**config.mk**
```make
export PLATFORM = sky130hd
export DESIGN_NAME = sensor_cfg_seq
export DESIGN_NICKNAME = d
export VERILOG_FILES = /design/src/rtl/sensor_cfg_seq.sv
export SDC_FILE = /design/constraint.sdc
export NUM_CORES = 1
export LEC_CHECK = 0
export CORE_ASPECT_RATIO = 0.6
export CORE_MARGIN = 2
export CORE_UTILIZATION = 58
export CTS_BUF_LIST = sky130_fd_sc_hd__clkbuf_4 sky130_fd_sc_hd__clkbuf_8
export CTS_CLUSTER_SIZE = 40
export DETAILED_ROUTE_END_ITERATION = 8
export PLACE_DENSITY = 0.83
export SYNTH_ARGS = -nofsm -noshare
export SYNTH_HDL_FRONTEND = slang
export SYNTH_SLANG_ARGS = --single-unit
export TNS_END_PERCENT = 10
```
**constraint.sdc**
```tcl
create_clock -name sys_clk -period 3.5 [get_ports sys_clk]
set_clock_uncertainty 0.1 [all_clocks]
set_input_delay 0.35 -clock sys_clk [delete_from_list [all_inputs] [get_ports sys_clk]]
set_output_delay 0.35 -clock sys_clk [all_outputs]
set_load 0.05 [all_outputs]
```
**src/rtl/sensor_cfg_seq.sv**
```systemverilog
// sensor_cfg_seq: walks a {addr,value} table and issues register writes to a sensor,
// with delay entries, NACK retries, power-up wait and restart.
module sensor_cfg_seq #(
  parameter int ADDR_W       = 8,
  parameter int DATA_W       = 8,
  parameter int REG_NUM      = 69,
  parameter int CNT_WAIT_MAX = 1023,
  parameter int DLY_UNIT     = 1000,
  parameter int MAX_RETRY    = 3
) (
  input  logic                     sys_clk,
  input  logic                     sys_rst_n,
  input  logic                     restart,
  output logic [9:0]               tbl_addr,
  input  logic [ADDR_W+DATA_W-1:0] tbl_data,
  output logic                     cfg_start,
  output logic [ADDR_W-1:0]        cfg_addr,
  output logic [DATA_W-1:0]        cfg_data,
  input  logic                     cfg_end,
  input  logic                     cfg_err,
  output logic                     cfg_done,
  output logic                     cfg_fail,
  output logic [9:0]               cfg_idx,
  output logic [7:0]               err_cnt
);
  localparam longint DLY_MAX = ((longint'(1) << DATA_W) - 1) * DLY_UNIT;
  localparam int WW = CNT_WAIT_MAX > 1 ? $clog2(CNT_WAIT_MAX) : 1;
  localparam int DW = DLY_MAX > 1 ? $clog2(DLY_MAX + 1) : 1;
  localparam int RW = MAX_RETRY > 0 ? $clog2(MAX_RETRY + 1) : 1;

  typedef enum logic [2:0] {WAIT_PWR, FETCH, LATCH, ISSUE, BUSY, DELAY, DONE, FAIL} state_t;
  state_t state, state_n;

  logic [WW-1:0]     wait_cnt;
  logic [DW-1:0]     dly_cnt;
  logic [RW-1:0]     retry;
  logic [ADDR_W-1:0] tbl_a;
  logic [DATA_W-1:0] tbl_v;
  logic              is_dly, last, ack, nack, dly_end, rerun;

  assign {tbl_a, tbl_v} = tbl_data;
  assign is_dly  = &tbl_a;
  assign last    = cfg_idx == 10'(REG_NUM - 1);
  assign ack     = state == BUSY && cfg_end && !cfg_err;
  assign nack    = state == BUSY && cfg_end && cfg_err;
  assign dly_end = state == DELAY && dly_cnt == '0;
  assign rerun   = restart && (state == DONE || state == FAIL);

  assign tbl_addr  = cfg_idx;
  assign cfg_start = state == ISSUE;
  assign cfg_done  = state == DONE;
  assign cfg_fail  = state == FAIL;

  always_comb begin
    state_n = state;
    case (state)
      WAIT_PWR: state_n = wait_cnt == WW'(CNT_WAIT_MAX - 1) ? FETCH : WAIT_PWR;
      FETCH:    state_n = LATCH;
      LATCH:    state_n = is_dly ? DELAY : ISSUE;
      ISSUE:    state_n = BUSY;
      BUSY:     state_n = nack ? (retry < RW'(MAX_RETRY) ? ISSUE : FAIL) :
                          ack  ? (last ? DONE : FETCH) : BUSY;
      DELAY:    state_n = dly_end ? (last ? DONE : FETCH) : DELAY;
      DONE:     state_n = restart ? FETCH : DONE;
      FAIL:     state_n = restart ? FETCH : FAIL;
      default:  state_n = WAIT_PWR;
    endcase
  end

  always_ff @(posedge sys_clk or negedge sys_rst_n) begin
    if (!sys_rst_n) begin
      state    <= WAIT_PWR;
      wait_cnt <= '0;
      dly_cnt  <= '0;
      retry    <= '0;
      cfg_addr <= '0;
      cfg_data <= '0;
      cfg_idx  <= '0;
      err_cnt  <= '0;
    end else begin
      state    <= state_n;
      wait_cnt <= state == WAIT_PWR ? wait_cnt + WW'(1) : '0;
      // a delay of value*DLY_UNIT clocks counts down to zero; value 0 still costs one clock
      if (state == LATCH)
        dly_cnt <= (is_dly && |tbl_v) ? DW'(tbl_v) * DW'(DLY_UNIT) - DW'(1) : '0;
      else if (state == DELAY && dly_cnt != '0)
        dly_cnt <= dly_cnt - DW'(1);
      if (state == LATCH) begin
        cfg_addr <= tbl_a;
        cfg_data <= tbl_v;
      end else if (state_n == DONE) begin
        cfg_addr <= '0;
        cfg_data <= '0;
      end
      if (rerun) begin
        cfg_idx <= '0;
        err_cnt <= '0;
        retry   <= '0;
      end else begin
        if ((ack || dly_end) && !last) cfg_idx <= cfg_idx + 10'd1;
        if (ack) retry <= '0;
        else if (nack && retry < RW'(MAX_RETRY)) retry <= retry + RW'(1);
        if (nack && err_cnt != 8'hFF) err_cnt <= err_cnt + 8'd1;
      end
    end
  end
endmodule
```
==> impl.org <==
** Pwr
- Net switching is 48.36% of the power.
- VDD sags by at most 0.0005837 V.
- Power density cells :: 857.0 nW/um^2
- Total internal power :: 3098 uW
- Clock share of power :: 12.1%
- Lkg Pwr :: 0.003173 uW
- In this run the power spent charging and discharging nets is 2902 uW.
- Combinational logic is responsible for 67.9% of the overall power.
- Flop pwr share :: 20.1%

** Detailed routing
- Overall routed net length :: 15510 um
- After the first detailed-routing iteration, the DRC count stood at 570.
- After detailed routing, the number of remaining DRC violations is 0.
- Routed via count :: 5159
- Dividing the detail-routed wire length by the instance count gives 18.16 um.
- Number of nets still failing antenna checks after routing :: 0
- First-pass DRT Iterations :: 5
- Vias per inst :: 6.041

** Worst setup path
- Endpoint of the worst-slack reg-to-reg timing path :: dly_cnt[5]$_DFFE_PN0P_
- Setup CP Type :: input port to flop
- Nature of the critical path endpoint :: flop
- Broken down by cell family, the worst path's largest delay share belongs to adder cells.
- The number of buffers and inverters on the critical path is 5.
- Slowest CP cell :: sky130_fd_sc_hd__fa_1
- Crit start category :: input port
- Worst path most repeated cell :: sky130_fd_sc_hd__fa_1
- Biggest cell delay along the critical path :: 0.54 ns
- R2r worst-path depth :: 9
- Worst setup path end :: dly_cnt[16]$_DFFE_PN0P_
- Required time at the endpoint of the critical path :: 3.61 ns
- Largest driver fanout on the critical path :: 3
- Crit path launch :: tbl_data[3]
- The critical path goes through buf_8, fa_1, inv_1, fa_1, fa_1, fa_1, inv_2, ha_4, and3_4, a21oi_4, buf_4, a41oi_2, or4_1, o211ai_1, buf_4, xnor2_1, o22ai_1.
- Reg2reg setup slack :: 0.27 ns
- WP depth :: 17
- The startpoint identified for the worst register-to-register timing path is dly_cnt[0]$_DFFE_PN0P_.
- Endpoint arrival time on the critical path :: 4.62 ns

** Place
- Summing all placed instances gives a cell area of 6534 sq um.
- At the end of routability-driven placement, the weighted congestion stood at 0.9210.
- Buffers placed on the I/O ports in this run total 67.
- Once detailed placement completed, the half-perimeter wirelength came to 10800 um.

** CTS
- At the later pin of the worst-skew pair, clock insertion delay measures 0.36 ns.
- After clock tree synthesis, the clock-pin slew on the worst setup and hold paths is 0.08 ns.
- Clock tree synthesis found a total of 67 sinks.
- Number of buffers on the longest clock path :: 2
- Clock root buffer :: sky130_fd_sc_hd__clkbuf_8
- The clock tree synthesis step divided the H-tree into 3 levels.
- Counting the buffers created by CTS gives 9.
- Clock tree from TritonCTS :: yes

** Floorplanning
- CORE AREA :: 9054 sq um
- Cell row count :: 27
- Die width :: 127.8 um
- Starting density of the core :: 58.89%
- Height of the die :: 78.27 um
- The floorplan step defined a die boundary enclosing 10000 sq um.
- 68 I/O pins were placed.

** Logic synthesis
- In the synthesized netlist the dominant register cell turns out to be sky130_fd_sc_hd__dfrtp_1.
- For this run, the register share of the synthesized area comes to 31.45%.
- Fraction of synthesized cell area taken by the top area cell type :: 31.45%
- Biggest area contributors in the synthesized netlist :: sky130_fd_sc_hd__dfrtp_1 31%, sky130_fd_sc_hd__ha_1 11%, sky130_fd_sc_hd__fa_1 7.9%
- Netlist cell types :: 61
- Yosys warns :: 0
- Post-synthesis cell count :: 610
- The synthesized netlist occupies a cell area of 5331 sq um.
- Post-Syn Nets :: 701
- Synthesized area per cell :: 8.740 sq um
- For this run, asynchronously set or reset flops after synthesis account for 100.0%.
- In this run, synthesis produced a sequential element count of 67.
- Biggest area consumer among synthesized cells :: sky130_fd_sc_hd__dfrtp_1
- The synthesized design contains 0 enable-type register cells.

** Timing
- Worst slew margin relative to its limit :: 31.76%
- Setup TNS after final layout :: -6.868 ns
- The final number of max-transition violations was 0.
- In the finished design, the share of the clock period the worst path needs comes to 128.9%.
- Setup repair after global routing missed its margin :: true
- Post-route worst setup slack :: -1.010 ns
- Final setup fails :: 10
- Post-route minimum period :: 4.510 ns
- For this run, the top clock speed supported by timing is 0.2217 GHz.
- Final Hold Fails :: 0
- Transition time at the pin with the least slew margin :: 1.021 ns

** Layout
- Measured on the finished design, the core utilization comes to 77.34%.
- Final nets :: 824
- Area of all placed cells without fillers :: 7002 sq um
- Total of fill cells in the finished design :: 562
- Signed area change from the synthesized netlist to the final layout :: 31.33%
- Antenna cells :: 0
- Of the cells placed in the final design, the portion with a size suffix greater than 1 is 19.92%.

** GRT
- The first global-routing pass estimated 25260 um of wire.
- The number of antenna violations at the first check in global routing is 0.
- Leftover overflow at the end of global routing :: 0
- Vias in the first global route :: 5146
- Total routing usage reported by global routing :: 32.21%
- Largest net degree at the start of global routing :: 38

** Status
- Status :: finished, violations left
- Violated checks :: negative setup slack

** Job
- Across the run, the number of max-cap violations was 0.

** Worst hold path
- Along the worst hold path, the cell count comes to 3.
- The min-delay analysis places its worst path in the category input port to flop.
==> layout make-up <==
| class | count | area, sq um | share of cell area, % |
|---|---|---|---|
| multi-input cells | 464 | 3548 | 50.68 |
| flip-flops and latches | 67 | 1677 | 23.95 |
| repair buffers | 142 | 1231 | 17.58 |
| inverters | 49 | 183.9 | 2.627 |
| well taps | 116 | 145.1 | 2.073 |
| clock buffers | 9 | 123.9 | 1.769 |
| clock inverters | 7 | 92.59 | 1.322 |
==> power by group through the flow <==
stage | logic, uW | clock network, uW | registers, uW
after CTS | 3810 | 727 | 1190
after global routing | 4360 | 759 | 1230
after global placement | 3370 | 0 | 1180
after detailed placement | 3500 | 0 | 1200
after floorplan | 2040 | 0 | 1460
final | 4070 | 723 | 1200
==> cell usage in the layout, fill, tap and decap left out, drive strengths merged, types with 19 or more instances in the layout <==
master and count:
a21oi 47, buf 79, clkdlybuf4s50 60, dfrtp 67
fa 21, ha 49, inv 49, nand2 60
nor2 70, nor3 19, o21ai 21, xnor2 22
xor2 22
==> repair_timing <==
item,CTS,global route
gates resized for setup,53,10
endpoints found under the setup margin,10,10
pin swaps,20,2
hold buffers,1,0
hold endpoints to repair,30,0
setup buffers,6,0
==> through the flow <==
step / hold slack, ns / worst slack [ns] / instances / total power, uW
2_1_floorplan: -0.04559 / -0.9192 / 610 / 3497
3_3_place_gp: 0.3435 / -1.589 / 831 / 4549
3_5_place_dp: 0.3568 / -1.805 / 831 / 4698
4_1_cts: 0.1495 / -0.9716 / 854 / 5723
5_1_grt: 0.2032 / -1.180 / 854 / 6346
6_report: 0.2114 / -1.010 / 854 / 6000
==> worst min-delay path, cell delays in order <==
cell and delay [ns]:
sky130_fd_sc_hd__buf_6 0.11, sky130_fd_sc_hd__nand2_1 0.08, sky130_fd_sc_hd__a21oi_1 0.08
==> registers in the layout, summed over array words and instances (netlist names) <==
name and cells:
dly_cnt 18, wait_cnt 10, retry 2, cfg_addr 8, cfg_data 8, state 3
err_cnt 8, cfg_idx 10
==> routing by layer <==
metal	GRT usage (%)	vias to the layer above	wire [um]
li1	-	2341	-
met1	43.15	2480	6668
met2	52.09	276	6996
met3	7.226	62	1324
met4	11.10	0	520
met5	0	-	0
==> cell families (layout without fill, tap and decap cells) <==
logic type / count (synthesis) / count (layout) / share of synthesized area, %
DFF: 67 / 67 / 31.45
muxes: 2 / 2 / 0.3755
buffers and inverters: 79 / 207 / 6.266
xor gates and xnor gates: 44 / 44 / 7.228
AOI/OAI and AO/OA: 115 / 115 / 13.68
and+or+nand+nor: 233 / 233 / 21.61
adders and majority gates: 70 / 70 / 19.39
==> worst min path at each step <==
stage,start,to,slack (ns)
2_1_floorplan,sys_rst_n,cfg_addr[0]$_DFFE_PN0P_,-0.05
3_3_place_gp,sys_rst_n,wait_cnt[6]$_DFF_PN0_,0.34
3_5_place_dp,sys_rst_n,wait_cnt[6]$_DFF_PN0_,0.36
4_1_cts,tbl_data[2],cfg_data[2]$_DFFE_PN0P_,0.15
5_1_grt,tbl_data[2],cfg_data[2]$_DFFE_PN0P_,0.20
6_report,tbl_data[2],cfg_data[2]$_DFFE_PN0P_,0.21
==> cell usage after synthesis, drive strengths merged, types with 2 or more instances <==
cell type and n:
nor4 4, or2 5, buf 10, o41ai 2
and2 4, o21ai 21, o31ai 2, fa 21
nand2 60, or4 3, mux2i 2, nand3 16
a32o 2, a31oi 7, or3b 3, and3 6
ha 49, o22a 4, nand3b 2, xnor2 22
xor2 22, o22ai 6, o21a 4, or3 9
dfrtp 67, clkbuf 20, o211ai 3, a2bb2oi 2
a21o 2, a21oi 47, nor2 70, nor2b 5
nand4 14, inv 49, nor3 19, nand2b 8
and4 2, a21boi 2
Power figures use the tool's default switching activity.
==> edit (same flow settings) <==
Reset style: synchronous (`sys_rst_n`), changed in one clocked block.
--- a/src/rtl/sensor_cfg_seq.sv
+++ b/src/rtl/sensor_cfg_seq.sv
@@ -67,7 +67,7 @@
     endcase
   end
 
-  always_ff @(posedge sys_clk or negedge sys_rst_n) begin
+  always_ff @(posedge sys_clk) begin
     if (!sys_rst_n) begin
       state    <= WAIT_PWR;
       wait_cnt <= '0;
Behaviour: same outputs for any inputs over 10 cycles, from zero or initial values and one cycle with sys_rst_n low; that may be too few to reach the edited logic, so the function may still have changed.
==> edit against the original RTL <==
The run still ends with negative setup slack left. Sequential cell count is the same. Utilization shrank 1.5 points. Non-clock buffer count shrank 17. Highest routed layer unchanged. Via count shrank 9.4%. Wire length shrank 14%. Largest cell class unchanged. Sequential share of layout area shrank 2.9 points. Area after synthesis shrank 7.1%. Worst setup slack gained 0.073 ns. Final area shrank 9.1%. Hold slack gained 0.087 ns. Critical path depth is the same.
Power is not compared: it rests on default switching activity, and its combinational part moved more than twofold at a synthesized area within 25%.
==> edit: results (changes against the original RTL) <==
[timing]
worst_pin_slew_ns = 0.949  ; -0.0729 ns
timing.final.ws_setup_ns = -0.937  ; +0.0729 ns
setup_tns_ns = -6.55  ; +0.317 ns
setup-violations-final = 10  ; unchanged

[route]
first_pass_iters = 6  ; +1
wl_per_cell_um = 17.0  ; -6.3%

[placement]
placed_cells = 772  ; -7.1%
finalWeightedCongestion = 0.875  ; -5.0%

[global_route]
grt_first_pass_wirelength_mm = 21.1  ; -17%
grt_pass1_vias = 4385  ; -15%
grt_max_degree = 22  ; -42%
grt_usage = 0.291  ; -0.0307

[outcome]
status = finished with violations
violations = negative setup slack

[critical_path]
cp.arrival_ns = 4.57  ; -0.05 ns
crit_fanout = 4  ; +1

[synth]
synthCells = 562  ; -7.9%
synth_common_cells = dfxtp_1, nor2_1, ha_1
synth_mux_area_frac = 0.00202  ; -0.00173
synth_xor_area_frac = 0.0849  ; +0.0126
synthTopCellsByArea = dfxtp_1, ha_1, fa_1, xor2_1, nor2_1
synthFlopType = dfxtp_1
async_flop_share = 0  ; -1.00

[clocking]
cts-resized-gates = 38  ; -28%

[cells_and_area]
nets = 762  ; -7.5%
fill_cells = 581  ; +3.4%

## edit: changes by cell type after synthesis, moves of 6 or more
cell	before	now
dfxtp_1	0	67
nand2b_1	8	1
nand2_1	60	36
a21oi_1	46	27
o21ai_0	21	15
a22o_2	0	10
nor3_1	19	12
a22o_1	0	6
xor2_1	22	30
dfrtp_1	67	0
nor2_1	70	63
## edit: metrics by stage
stage	setup WS [ns]	cell area (µm²)	hold slack [ns]
6_report	-0.937	6370	0.298
3_5_place_dp	-1.95	6080	0.364
3_3_place_gp	-1.77	6080	0.361
2_1_floorplan	-1.11	4980	0.350
4_1_cts	-0.931	6330	0.295
5_1_grt	-1.11	6370	0.308
## edit: per-layer routing
layer,global-route usage,routed length [µm],vias up
met5,0,0,-
met2,0.463,6070,214
met3,0.0621,1050,35
met4,0.0896,257,0
li1,-,-,2190
met1,0.404,6030,2237
## edit: final timing paths
check	startpoint	endpoint	slack (ns)
hold / removal	tbl_data[0]	cfg_data[0]	0.30
hold reg to reg	cfg_addr[3]	cfg_addr[3]	0.39
setup reg to reg	dly_cnt[0]	cfg_addr[5]	0.58
setup / recovery	tbl_data[2]	dly_cnt[17]	-0.94
## edit: area by class of cell
type,count,share of cell area
inverter,44,0.0259
clock buffer,10,0.0216
sequential,67,0.211
timing repair buffer,125,0.172
multi-input combinational,424,0.538
clock inverter,6,0.0102
tap,112,0.0220
## edit: critical path, cell delays in order
cell and delay [ns]:
buf_4 0.14, fa_1 0.51, xor2_1 0.18, ha_1 0.29, fa_1 0.48, inv_1 0.05, fa_1 0.49, inv_2 0.05
ha_4 0.28, o21ai_4 0.07, o211a_1 0.20, or4_4 0.52, a2111o_1 0.32, a211oi_2 0.24, nand4_1 0.16, xnor2_1 0.17
o32ai_1 0.08
